===== config.mk =====
export PLATFORM = sky130hd
export DESIGN_NAME = dds_word_sequencer
export DESIGN_NICKNAME = d
export VERILOG_FILES = /design/src/rtl/dds_word_sequencer.sv
export SDC_FILE = /design/constraint.sdc
export NUM_CORES = 1
export LEC_CHECK = 0
export ABC_AREA = 1
export BUFFER_PORTS_ARGS = -buffer_cell sky130_fd_sc_hd__buf_2
export CAP_MARGIN = 20
export CORE_MARGIN = 1
export CORE_UTILIZATION = 55
export CTS_BUF_LIST = sky130_fd_sc_hd__clkbuf_2 sky130_fd_sc_hd__clkbuf_4 sky130_fd_sc_hd__clkbuf_8
export CTS_CLUSTER_SIZE = 8
export DETAILED_ROUTE_END_ITERATION = 10
export PLACE_DENSITY = 0.84
export REMOVE_ABC_BUFFERS = 1
export SLEW_MARGIN = 20
export SYNTH_ARGS = -nofsm -noshare
export SYNTH_HDL_FRONTEND = slang
export SYNTH_SLANG_ARGS = --single-unit

===== constraint.sdc =====
create_clock -name Clk -period 7.3 [get_ports Clk]
set_input_delay 0.73 -clock Clk [delete_from_list [all_inputs] [get_ports Clk]]
set_output_delay 0.73 -clock Clk [all_outputs]
set_load 0.005 [all_outputs]

===== src/rtl/dds_word_sequencer.sv =====
`default_nettype none
// ============================================================================
// dds_word_sequencer : DDS control-word generator (fixed / hop / sweep)
// Revision: 1.0
// ============================================================================
module dds_word_sequencer #(
  parameter int NUM_FREQ = 4,
  parameter int PW = 32,
  parameter int PHW = 16,
  parameter int DW = 16,
  parameter logic [PW-1:0] DEFAULT_INC = 85899346,
  localparam int IW = $clog2(NUM_FREQ)
) (
  input  logic           Clk,
  input  logic           Rst_n,
  input  logic           WrEn,
  input  logic [IW-1:0]  WrAddr,
  input  logic [PW-1:0]  WrData,
  input  logic [1:0]     Mode,
  input  logic [IW-1:0]  SelIdx,
  input  logic [DW-1:0]  DwellCycles,
  input  logic [PW-1:0]  SweepStart,
  input  logic [PW-1:0]  SweepStep,
  input  logic [PW-1:0]  SweepStop,
  input  logic [PW-1:0]  FreqModIn,
  input  logic [PHW-1:0] PhaseModIn,
  input  logic           Start,
  input  logic           Stop,
  output logic [PW-1:0]  PhaseInc,
  output logic [PW-1:0]  FreqMod,
  output logic [PHW-1:0] PhaseMod,
  output logic           Update,
  output logic [IW-1:0]  FreqIdx,
  output logic           Wrap,
  output logic           Busy
);

  localparam logic [IW:0]   c_numFreq = (IW+1)'(NUM_FREQ);
  localparam logic [IW-1:0] c_lastIdx = IW'(NUM_FREQ - 1);

  typedef enum logic [1:0] {
    S_IDLE = 2'd0,
    S_LOAD = 2'd1,
    S_RUN  = 2'd2
  } state_t;

  state_t r_state, w_nextState;

  logic [PW-1:0]  r_table [NUM_FREQ];
  logic [1:0]     r_mode;
  logic [IW-1:0]  r_selIdx;
  logic [DW-1:0]  r_dwellCfg;
  logic [DW-1:0]  r_dwellCnt;
  logic [PW-1:0]  r_sweepStart, r_sweepStep, r_sweepStop;
  logic [PW-1:0]  r_freqModL;
  logic [PHW-1:0] r_phaseModL;
  logic [PW-1:0]  r_phaseInc, r_freqMod;
  logic [PHW-1:0] r_phaseMod;
  logic [IW-1:0]  r_freqIdx;
  logic           r_update, r_wrap;

  logic           w_start, w_load, w_step;
  logic           w_isHop, w_isSweep, w_isFixed;
  logic           w_wrInRange;
  logic [IW-1:0]  w_selSafe;
  logic [DW-1:0]  w_dwellLast;
  logic           w_dwellDone;
  logic [IW-1:0]  w_hopIdx;
  logic [PW:0]    w_sweepSum;
  logic           w_sweepWrap;

  assign w_isHop     = (r_mode == 2'b01);
  assign w_isSweep   = (r_mode == 2'b10);
  assign w_isFixed   = !w_isHop && !w_isSweep;
  assign w_wrInRange = ({1'b0, WrAddr} < c_numFreq);
  // An out-of-range selection falls back to entry 0 rather than reading past the table
  assign w_selSafe   = ({1'b0, r_selIdx} < c_numFreq) ? r_selIdx : '0;
  assign w_dwellLast = (r_dwellCfg == '0) ? '0 : r_dwellCfg - 1'b1;
  assign w_dwellDone = (r_dwellCnt == w_dwellLast);
  assign w_hopIdx    = (r_freqIdx == c_lastIdx) ? '0 : r_freqIdx + 1'b1;
  assign w_sweepSum  = {1'b0, r_phaseInc} + {1'b0, r_sweepStep};
  assign w_sweepWrap = w_sweepSum[PW] || (w_sweepSum[PW-1:0] > r_sweepStop);

  always_ff @(posedge Clk) begin
    if (!Rst_n) r_state <= S_IDLE;
    else        r_state <= w_nextState;
  end

  // Stop has priority over Start and over dwell expiry
  always_comb begin
    w_nextState = r_state;
    w_start     = 1'b0;
    w_load      = 1'b0;
    w_step      = 1'b0;
    case (r_state)
      S_IDLE: begin
        if (Start && !Stop) begin
          w_start     = 1'b1;
          w_nextState = S_LOAD;
        end
      end
      S_LOAD: begin
        if (Stop) begin
          w_nextState = S_IDLE;
        end else begin
          w_load      = 1'b1;
          w_nextState = S_RUN;
        end
      end
      S_RUN: begin
        if (Stop)                         w_nextState = S_IDLE;
        else if (!w_isFixed && w_dwellDone) w_step    = 1'b1;
      end
      default: w_nextState = S_IDLE;
    endcase
  end

  always_ff @(posedge Clk) begin
    if (!Rst_n) begin
      for (int i = 0; i < NUM_FREQ; i++) r_table[i] <= DEFAULT_INC;
      r_mode       <= '0;
      r_selIdx     <= '0;
      r_dwellCfg   <= '0;
      r_dwellCnt   <= '0;
      r_sweepStart <= '0;
      r_sweepStep  <= '0;
      r_sweepStop  <= '0;
      r_freqModL   <= '0;
      r_phaseModL  <= '0;
      r_phaseInc   <= DEFAULT_INC;
      r_freqMod    <= '0;
      r_phaseMod   <= '0;
      r_freqIdx    <= '0;
      r_update     <= 1'b0;
      r_wrap       <= 1'b0;
    end else begin
      r_update <= 1'b0;
      r_wrap   <= 1'b0;
      if (WrEn && w_wrInRange) r_table[WrAddr] <= WrData;
      if (w_start) begin
        r_mode       <= Mode;
        r_selIdx     <= SelIdx;
        r_dwellCfg   <= DwellCycles;
        r_sweepStart <= SweepStart;
        r_sweepStep  <= SweepStep;
        r_sweepStop  <= SweepStop;
        r_freqModL   <= FreqModIn;
        r_phaseModL  <= PhaseModIn;
      end
      if (w_load) begin
        r_dwellCnt <= '0;
        r_update   <= 1'b1;
        r_freqMod  <= r_freqModL;
        r_phaseMod <= r_phaseModL;
        if (w_isSweep) begin
          r_phaseInc <= r_sweepStart;
          r_freqIdx  <= '0;
        end else if (w_isHop) begin
          r_phaseInc <= r_table[0];
          r_freqIdx  <= '0;
        end else begin
          r_phaseInc <= r_table[w_selSafe];
          r_freqIdx  <= w_selSafe;
        end
      end else if (r_state == S_RUN && !Stop) begin
        r_dwellCnt <= w_dwellDone ? '0 : r_dwellCnt + 1'b1;
        if (w_step) begin
          r_update <= 1'b1;
          if (w_isHop) begin
            r_freqIdx  <= w_hopIdx;
            r_phaseInc <= r_table[w_hopIdx];
            r_wrap     <= (w_hopIdx == '0);
          end else begin
            r_phaseInc <= w_sweepWrap ? r_sweepStart : w_sweepSum[PW-1:0];
            r_wrap     <= w_sweepWrap;
          end
        end
      end
    end
  end

  assign PhaseInc = r_phaseInc;
  assign FreqMod  = r_freqMod;
  assign PhaseMod = r_phaseMod;
  assign Update   = r_update;
  assign FreqIdx  = r_freqIdx;
  assign Wrap     = r_wrap;
  assign Busy     = (r_state != S_IDLE);

endmodule
`default_nettype wire


==> impl_metrics.ini, run 1 <==
[run_status]
status = finished clean

[clocking]
cts.path.max_buffers = 3
tritoncts = done
htree_num_levels = 3
cts_setup_buffers = 0
numCtsBuffers = 68
insertion_delay_ns = 0.64
cts-root-buf = clkbuf_8
cts.sinks = 396
cts_resized = 0
cts_hold_buf = 0
path_clk_slew_ns = 0.07

[final_layout]
drive_above_1_share_pct = 14.3
num_antenna_cells = 0
syn_to_final_growth_pct = 14.7
finalNonFillerCells = 3701
fin_nets = 3410
design_area_sq_um = 24000
post-route-util_pct = 63.9
final.fill_count = 3395

[power_and_ir_drop]
power.density_nw_per_um2 = 236
switching_share_pct = 30.4
intPower_mw = 3.95
pwr-share-clk_pct = 37.5
total_power_mw = 5.67
max-vdd-ir-drop_mv = 0.157
seq_power_share_pct = 44.1
p_switching_mw = 1.72
comb_power_share_pct = 18.5
p_leak_nw = 11.3

[grt]
antenna_found_initial = 0
grt_first_pass_wirelength_um = 103000
overflow = 0
grt.total_usage_pct = 33.6
grt_pass1_vias = 19600
grt_max_degree = 112

[routing]
ant_nets = 0
wl_met1_um = 27400
wl_met2_um = 30900
wl_um = 66500
drc_errors = 0
firstDrtPassIters = 7
vias = 20900
top_layer_used = met4
viasPerCell = 5.64
wl_per_cell_um = 18.0
wl_met3_um = 5490
drt_iter0_markers = 2168

[timing]
whs_ns = 0.319
layout_min_cycle_time_ns = 4.93
fin_setup_tns_ns = 0
hold_violations = 0
grt_setup_unrepaired = false
slew_violations = 0
finClkSkew_ns = 0.0321
timing.fmax_mhz = 203
fin_crit_sh_pct = 67.6
tightest_slew_ns = 1.13
layout_setup_ws_ns = 2.37
maxSlewHeadroom_pct = 24.6
finalSetupViolCount = 0

[floorplanning]
die_w_um = 197
core_sq_um = 37600
row_count = 71
design.portCount = 288
die_area_sq_um = 38900
initial_core_util_pct = 55.8
die_y_um = 197

[yosys]
synth_edf_count = 128
yosysUniqueCellTypes = 42
yosysTopAreaCellShare_pct = 25.6
synth_ff_type = dfxtp_1
yosysMostFrequentCell = nor2_1
ys_seq_area_share_pct = 44.0
synthTopCellsByArea = dfxtp_1 26%, edfxtp_1 18%, nor2_1 11%
synth_area_sq_um = 21000
synth_common_cells = 629 x nor2_1, 471 x nand2_1, 388 x o21ai_0
synth_top_area_cell = dfxtp_1
async_reset_ff_share_pct = 0
yosysWarnings = 0
syn_inst = 2920
ys_ff_latch = 396
synth_area_per_cell_sq_um = 7.17

[critical_path]
crit_path_start_kind = flop
cp_num_buf_inv = 1
critPathRequiredTime_ns = 7.81
cp-end-kind = flop
crit_type = reg -> reg
arrival_ns = 5.45
worstPathMaxFanout = 34
cpMostUsedCell = nand2_1
cp_slowest_stage_delay_ns = 0.54
cp_top_family = simple AND/OR/NAND/NOR gates
slowest_stage = nand2_2

[placement]
gp_congestion = 0.940
place_ws_ns = 2.46
dp_cells = 3578
dp_hpwl_um = 45900
place_area_sq_um = 22600
io_buffers = 287

[hold_path]
hold_class = in -> reg

[job]
cap_violations = 0
-- cells by family (layout without fill, tap and decap cells) --
kind of cell | count (synthesis) | in the layout | synth area share, %
compound gates | 652 | 652 | 16.9
flops | 396 | 396 | 44.0
fa+ha+maj | 70 | 70 | 4.22
buf+inv | 457 | 727 | 8.45
simple gates | 1318 | 1318 | 25.3
xor+xnor | 27 | 27 | 1.13
-- worst reg2reg max path, stage by stage, from the launching register on --
cell,delay [ns]
dfxtp_1,0.32
ha_1,0.25
fa_1,0.44
nand3_1,0.10
nand3_1,0.19
nand2_1,0.12
nand2b_1,0.12
nand2_1,0.08
nand2_1,0.08
nand3b_1,0.14
nand2_1,0.07
nand2_1,0.06
nand2_1,0.09
ha_1,0.29
nand2_1,0.05
nor2_1,0.14
nand4_1,0.13
nor4_1,0.28
nand3b_1,0.12
nand2_1,0.09
buf_4,0.33
nand2_2,0.55
nand2_1,0.21
nand3_1,0.08
nand2_1,0.08
nand2_1,0.06
nor2_1,0.30
nor2_1,0.09
-- cells in the final DEF, fill, tap and decap left out, types with 2 or more instances in the layout --
cell type   instances
nand2_1           468
clkbuf_8           78
o22ai_1            14
o211ai_1           39
o221ai_1           19
nand3b_1            5
inv_2               4
nor2_1            628
nor2_2              4
nor3_1             27
buf_4              23
o21bai_1            9
nand2_2             6
ha_1               69
o21ai_0           387
o21a_1              3
o21ai_1             7
nand4_1            22
nor4_1              3
o311ai_0           12
clkbuf_4           29
buf_2             286
xor2_1             26
a31oi_1             4
nor3_2              2
clkinvlp_4          3
edfxtp_1          128
nor3b_1             2
inv_1             282
bufinv_16           2
inv_6               3
clkinv_2            5
dfxtp_1           268
a21oi_1           151
clkinv_1           10
nand3_1           146
-- path summary, 6_finish.rpt --
check	startpoint	to	slack [ns]	cells after the start
worst max-delay path	PhaseInc[0]	PhaseInc[10]	2.37	27
worst min-delay path	PhaseModIn[1]	r_phaseModL[1]	0.32	3
worst max register to register	PhaseInc[0]	PhaseInc[10]	2.37	27
worst min register to register	r_sweepStop[10]	r_sweepStop[10]	0.46	2
-- per-layer routing --
layer / vias up / GRT usage [%]
met1: 9557 / 43.3
met3: 211 / 5.65
met2: 1047 / 55.4
met5: - / 0
li1: 10100 / -
met4: 0 / 15.2
-- registers in the layout, summed over array words and instances, names as in the netlist, named ones only --
register / flops
r_sweepStart: 32
r_sweepStop: 32
PhaseInc: 32
r_dwellCfg: 16
r_table: 128
Wrap: 1
FreqIdx: 2
FreqMod: 32
r_phaseModL: 16
r_dwellCnt: 16
r_state: 2
r_mode: 2
r_sweepStep: 32
r_freqModL: 32
r_selIdx: 2
PhaseMod: 16
Update: 1
-- cell type report --
class / count / area [sq um] / share of cell area [%]
Sequential cell: 396 / 9210 / 38.3
Tap cell: 511 / 639 / 2.66
Clock buffer: 107 / 1290 / 5.37
Inverter: 293 / 1100 / 4.60
Timing Repair Buffer: 311 / 1630 / 6.78
Clock inverter: 16 / 140 / 0.583
Multi-Input combinational cell: 2067 / 10000 / 41.7
-- power groups by stage --
stage               clock, mW  combinational [mW]  sequential (mW)
floorplan                   0               0.652             2.52
global placement            0               0.995             2.53
detailed placement          0                1.02             2.54
CTS                      2.15                1.03             2.49
global route             2.25                1.16             2.51
finish                   2.13                1.05             2.50
Note: power is estimated with default switching activity, not from simulation.
==> run 2: changes to the inputs <==
ABC_AREA = 0   (was 1)
CORE_UTILIZATION = 54   (was 55)
PLACE_DENSITY = 0.86   (was 0.84)
clock period = 4.1 ns   (was 7.3 ns; I/O delays follow)
==> run 2 against run 1 <==
Routed wire length decreased by 4.4%. Largest power group unchanged. Sequential cell count unchanged. Worst hold slack got worse by 0.30 ns. Count of clock-buffer cells in the layout decreased by 2. Power increased by 77%. Design area increased by 7.5%. Clock power increased by 76%. The run now ends with setup timing left. Critical endpoint is now PhaseInc[3]. Critical path type unchanged. Sequential share of layout area decreased by 2.6 points. Maximum frequency increased by 3.5%. Synthesized area decreased by 3.2%.
==> impl_metrics.ini, run 2 <==
[floorplanning]
initial_core_util_pct = 55.1
die_y_um = 196
design.portCount = 288
die_w_um = 196
core_sq_um = 36800
die_area_sq_um = 38300
row_count = 70

[routing]
vias = 19000
wl_um = 63600
viasPerCell = 5.81
wl_per_cell_um = 19.5
drt_iter0_markers = 1275
drc_errors = 0
ant_nets = 0
firstDrtPassIters = 5

[placement]
gp_congestion = 0.993
dp_cells = 3114
io_buffers = 287
dp_hpwl_um = 44200

[final_layout]
regMostFlops = r_table
finalNonFillerCells = 3269
final_cell_mix = 525 x nand2_1, 294 x a21oi_1, 287 x buf_2
final_common_cell = nand2_1
fin_nets = 3019
largest_reg_flops = 128
drive_above_1_share_pct = 29.9
final.fill_count = 2750
syn_to_final_growth_pct = 27.4
post-route-util_pct = 70.2

[clocking]
numCtsBuffers = 69
cts.path.max_buffers = 3
path_clk_slew_ns = 0.06
cts-root-buf = clkbuf_8
cts.sinks = 396
htree_num_levels = 3
tritoncts = done
insertion_delay_ns = 0.62

[power_and_ir_drop]
power.density_nw_per_um2 = 388
total_power_mw = 10.0
max-vdd-ir-drop_mv = 0.244
p_leak_nw = 10.4

[critical_path]
reg2reg_slack_ns = -0.67
arrival_ns = 5.29
crit_path_start_kind = flop
cp_slowest_stage_delay_ns = 0.40
reg2reg_from = PhaseInc[0]
crit_type = reg -> reg
crit_end = PhaseInc[3]
cp-end-kind = flop
rr_worst_depth = 20
worstPathMaxFanout = 6
critPathRequiredTime_ns = 4.63
r2r_end = PhaseInc[3]
slowest_stage = or3_4
critPathLaunch = PhaseInc[0]
crit_chain = ha_2 -> a211o_1 -> a211oi_2 -> o21ba_4 -> nor3_4 -> buf_4 -> nor2_1 -> o21ai_0 -> xor2_1 -> ha_1 -> nand4_1 -> or3_4 -> or3_4 -> a31oi_4 -> nor3_4 -> nand2_4 -> buf_8 -> mux2i_1 -> a211o_1 -> a311oi_2

[timing]
layout_min_cycle_time_ns = 4.77
tightest_slew_ns = 0.937
finalSetupViolCount = 33
finClkSkew_ns = 0.0294
fin_crit_sh_pct = 116
fin_setup_tns_ns = -19.02
hold_violations = 0
grt_setup_unrepaired = true
maxSlewHeadroom_pct = 37.5
timing.fmax_mhz = 210
whs_ns = 0.0242
slew_violations = 0
layout_setup_ws_ns = -0.667

[yosys]
synth_area_per_cell_sq_um = 8.83
ys_seq_area_share_pct = 45.4
muxShareOfSynthArea_pct = 6.90
async_reset_ff_share_pct = 0
synth_top_family_by_area = simple AND/OR/NAND/NOR gates
synth_compound_area_share_pct = 16.1
synthTopCellsByArea = dfxtp_1 26%, edfxtp_1 19%, nand2_1 9.8%
yosysUniqueCellTypes = 78
synth_area_sq_um = 20300
synth_common_cells = 530 x nand2_1, 306 x a21oi_1, 268 x dfxtp_1
syn_inst = 2296
synthAdderAreaFrac_pct = 4.36
synth_top_area_cell = dfxtp_1
synth_xor_area_share_pct = 2.54
synth_ff_type = dfxtp_1
ys_ff_latch = 396
yosysWarnings = 0
synth_edf_count = 128
yosysMostFrequentCell = nand2_1
yosysTopAreaCellShare_pct = 26.5
yosys.area_share.simple_pct = 20.7

[grt]
antenna_found_initial = 3
overflow = 0
grt.total_usage_pct = 32.3
grt_first_pass_wirelength_um = 97700
grt_max_degree = 115
grt_pass1_vias = 18400

[hold_path]
min_from = SweepStep[1]
hold_class = in -> reg
hold_depth = 3

[run_status]
failed_checks = setup timing
status = finished with violations

[job]
cap_violations = 0
[run 2: changes by cell type in the layout (fill, tap and decap cells not counted), sizes merged, moves of 34 or more]
cell / change
mux2i: +34
o21ai: -323
mux4: +43
nor2: -526
and2: +65
a21oi: +153
nand2: +56
nand2b: +44
inv: -231
buf: +222
nand3: -121
[run 2: cells by family (layout without fill, tap and decap cells)]
kind of cell,Yosys count,in the layout
compound gates,552,552
xor+xnor,57,57
fa+ha+maj,70,70
buf+inv,213,714
flops,396,396
mux,85,85
other cells,0,4
simple gates,923,923
[run 2: routing by layer]
layer  track usage [%]  wire length (um)  up-vias
met5                 0                26        -
met4              14.7              2750        4
met3              5.86              5010      175
met2              53.7             30200      888
met1              41.2             25600     8957
li1                  -                 -     8984
[run 2: what timing repair did]
item / in CTS / in global routing
buffers inserted: 26 / 9
pin swaps: 66 / 40
gates resized for setup: 117 / 40
endpoints found under the setup margin: 33 / 33
hold buffers: 1 / 0
hold endpoints to repair: 1 / 0
gates cloned: 2 / 0
[run 2: how the worst min path moves through the flow]
stage	slack, ns	to
floorplan	0.43	FreqMod[0]
global placement	0.44	FreqMod[11]
detailed placement	0.44	FreqMod[24]
CTS	0.0006	r_sweepStep[1]
global route	0.01	r_freqModL[5]
finish	0.02	r_sweepStep[1]
[run 2: cell type report]
cell class | count | area, sq um | share of cell area [%]
antenna | 4 | 10.0 | 0.0387
timing repair buffer | 534 | 3410 | 13.2
clock buffer | 105 | 1290 | 4.99
multi-input combinational | 1687 | 10900 | 42.4
inverter | 58 | 223 | 0.862
clock inverter | 17 | 141 | 0.547
tap | 468 | 586 | 2.27
sequential | 396 | 9220 | 35.7
[run 2: per-stage QoR]
stage / instance area (sq um) / setup WS, ns
3_3_place_gp: 23400 / -1.00
4_1_cts: 25600 / -0.531
3_5_place_dp: 23400 / -1.02
2_1_floorplan: 19700 / -5.66
5_1_grt: 25800 / -0.808
6_report: 25800 / -0.667
[run 2: worst max-delay path: cells and delay by family (launching register included)]
family | cells | cell delay, ns
fa+ha+maj | 2 | 0.43
xor+xnor | 1 | 0.35
buf+inv | 2 | 0.28
mux | 1 | 0.08
flops | 1 | 0.33
compound gates | 7 | 1.82
simple gates | 7 | 1.38
[run 2: report_power, final]
part	switching, mW	leakage, nW	internal (mW)
clock network	1.62	0.754	2.13
registers	0.133	3.44	4.25
logic	0.996	6.24	0.911
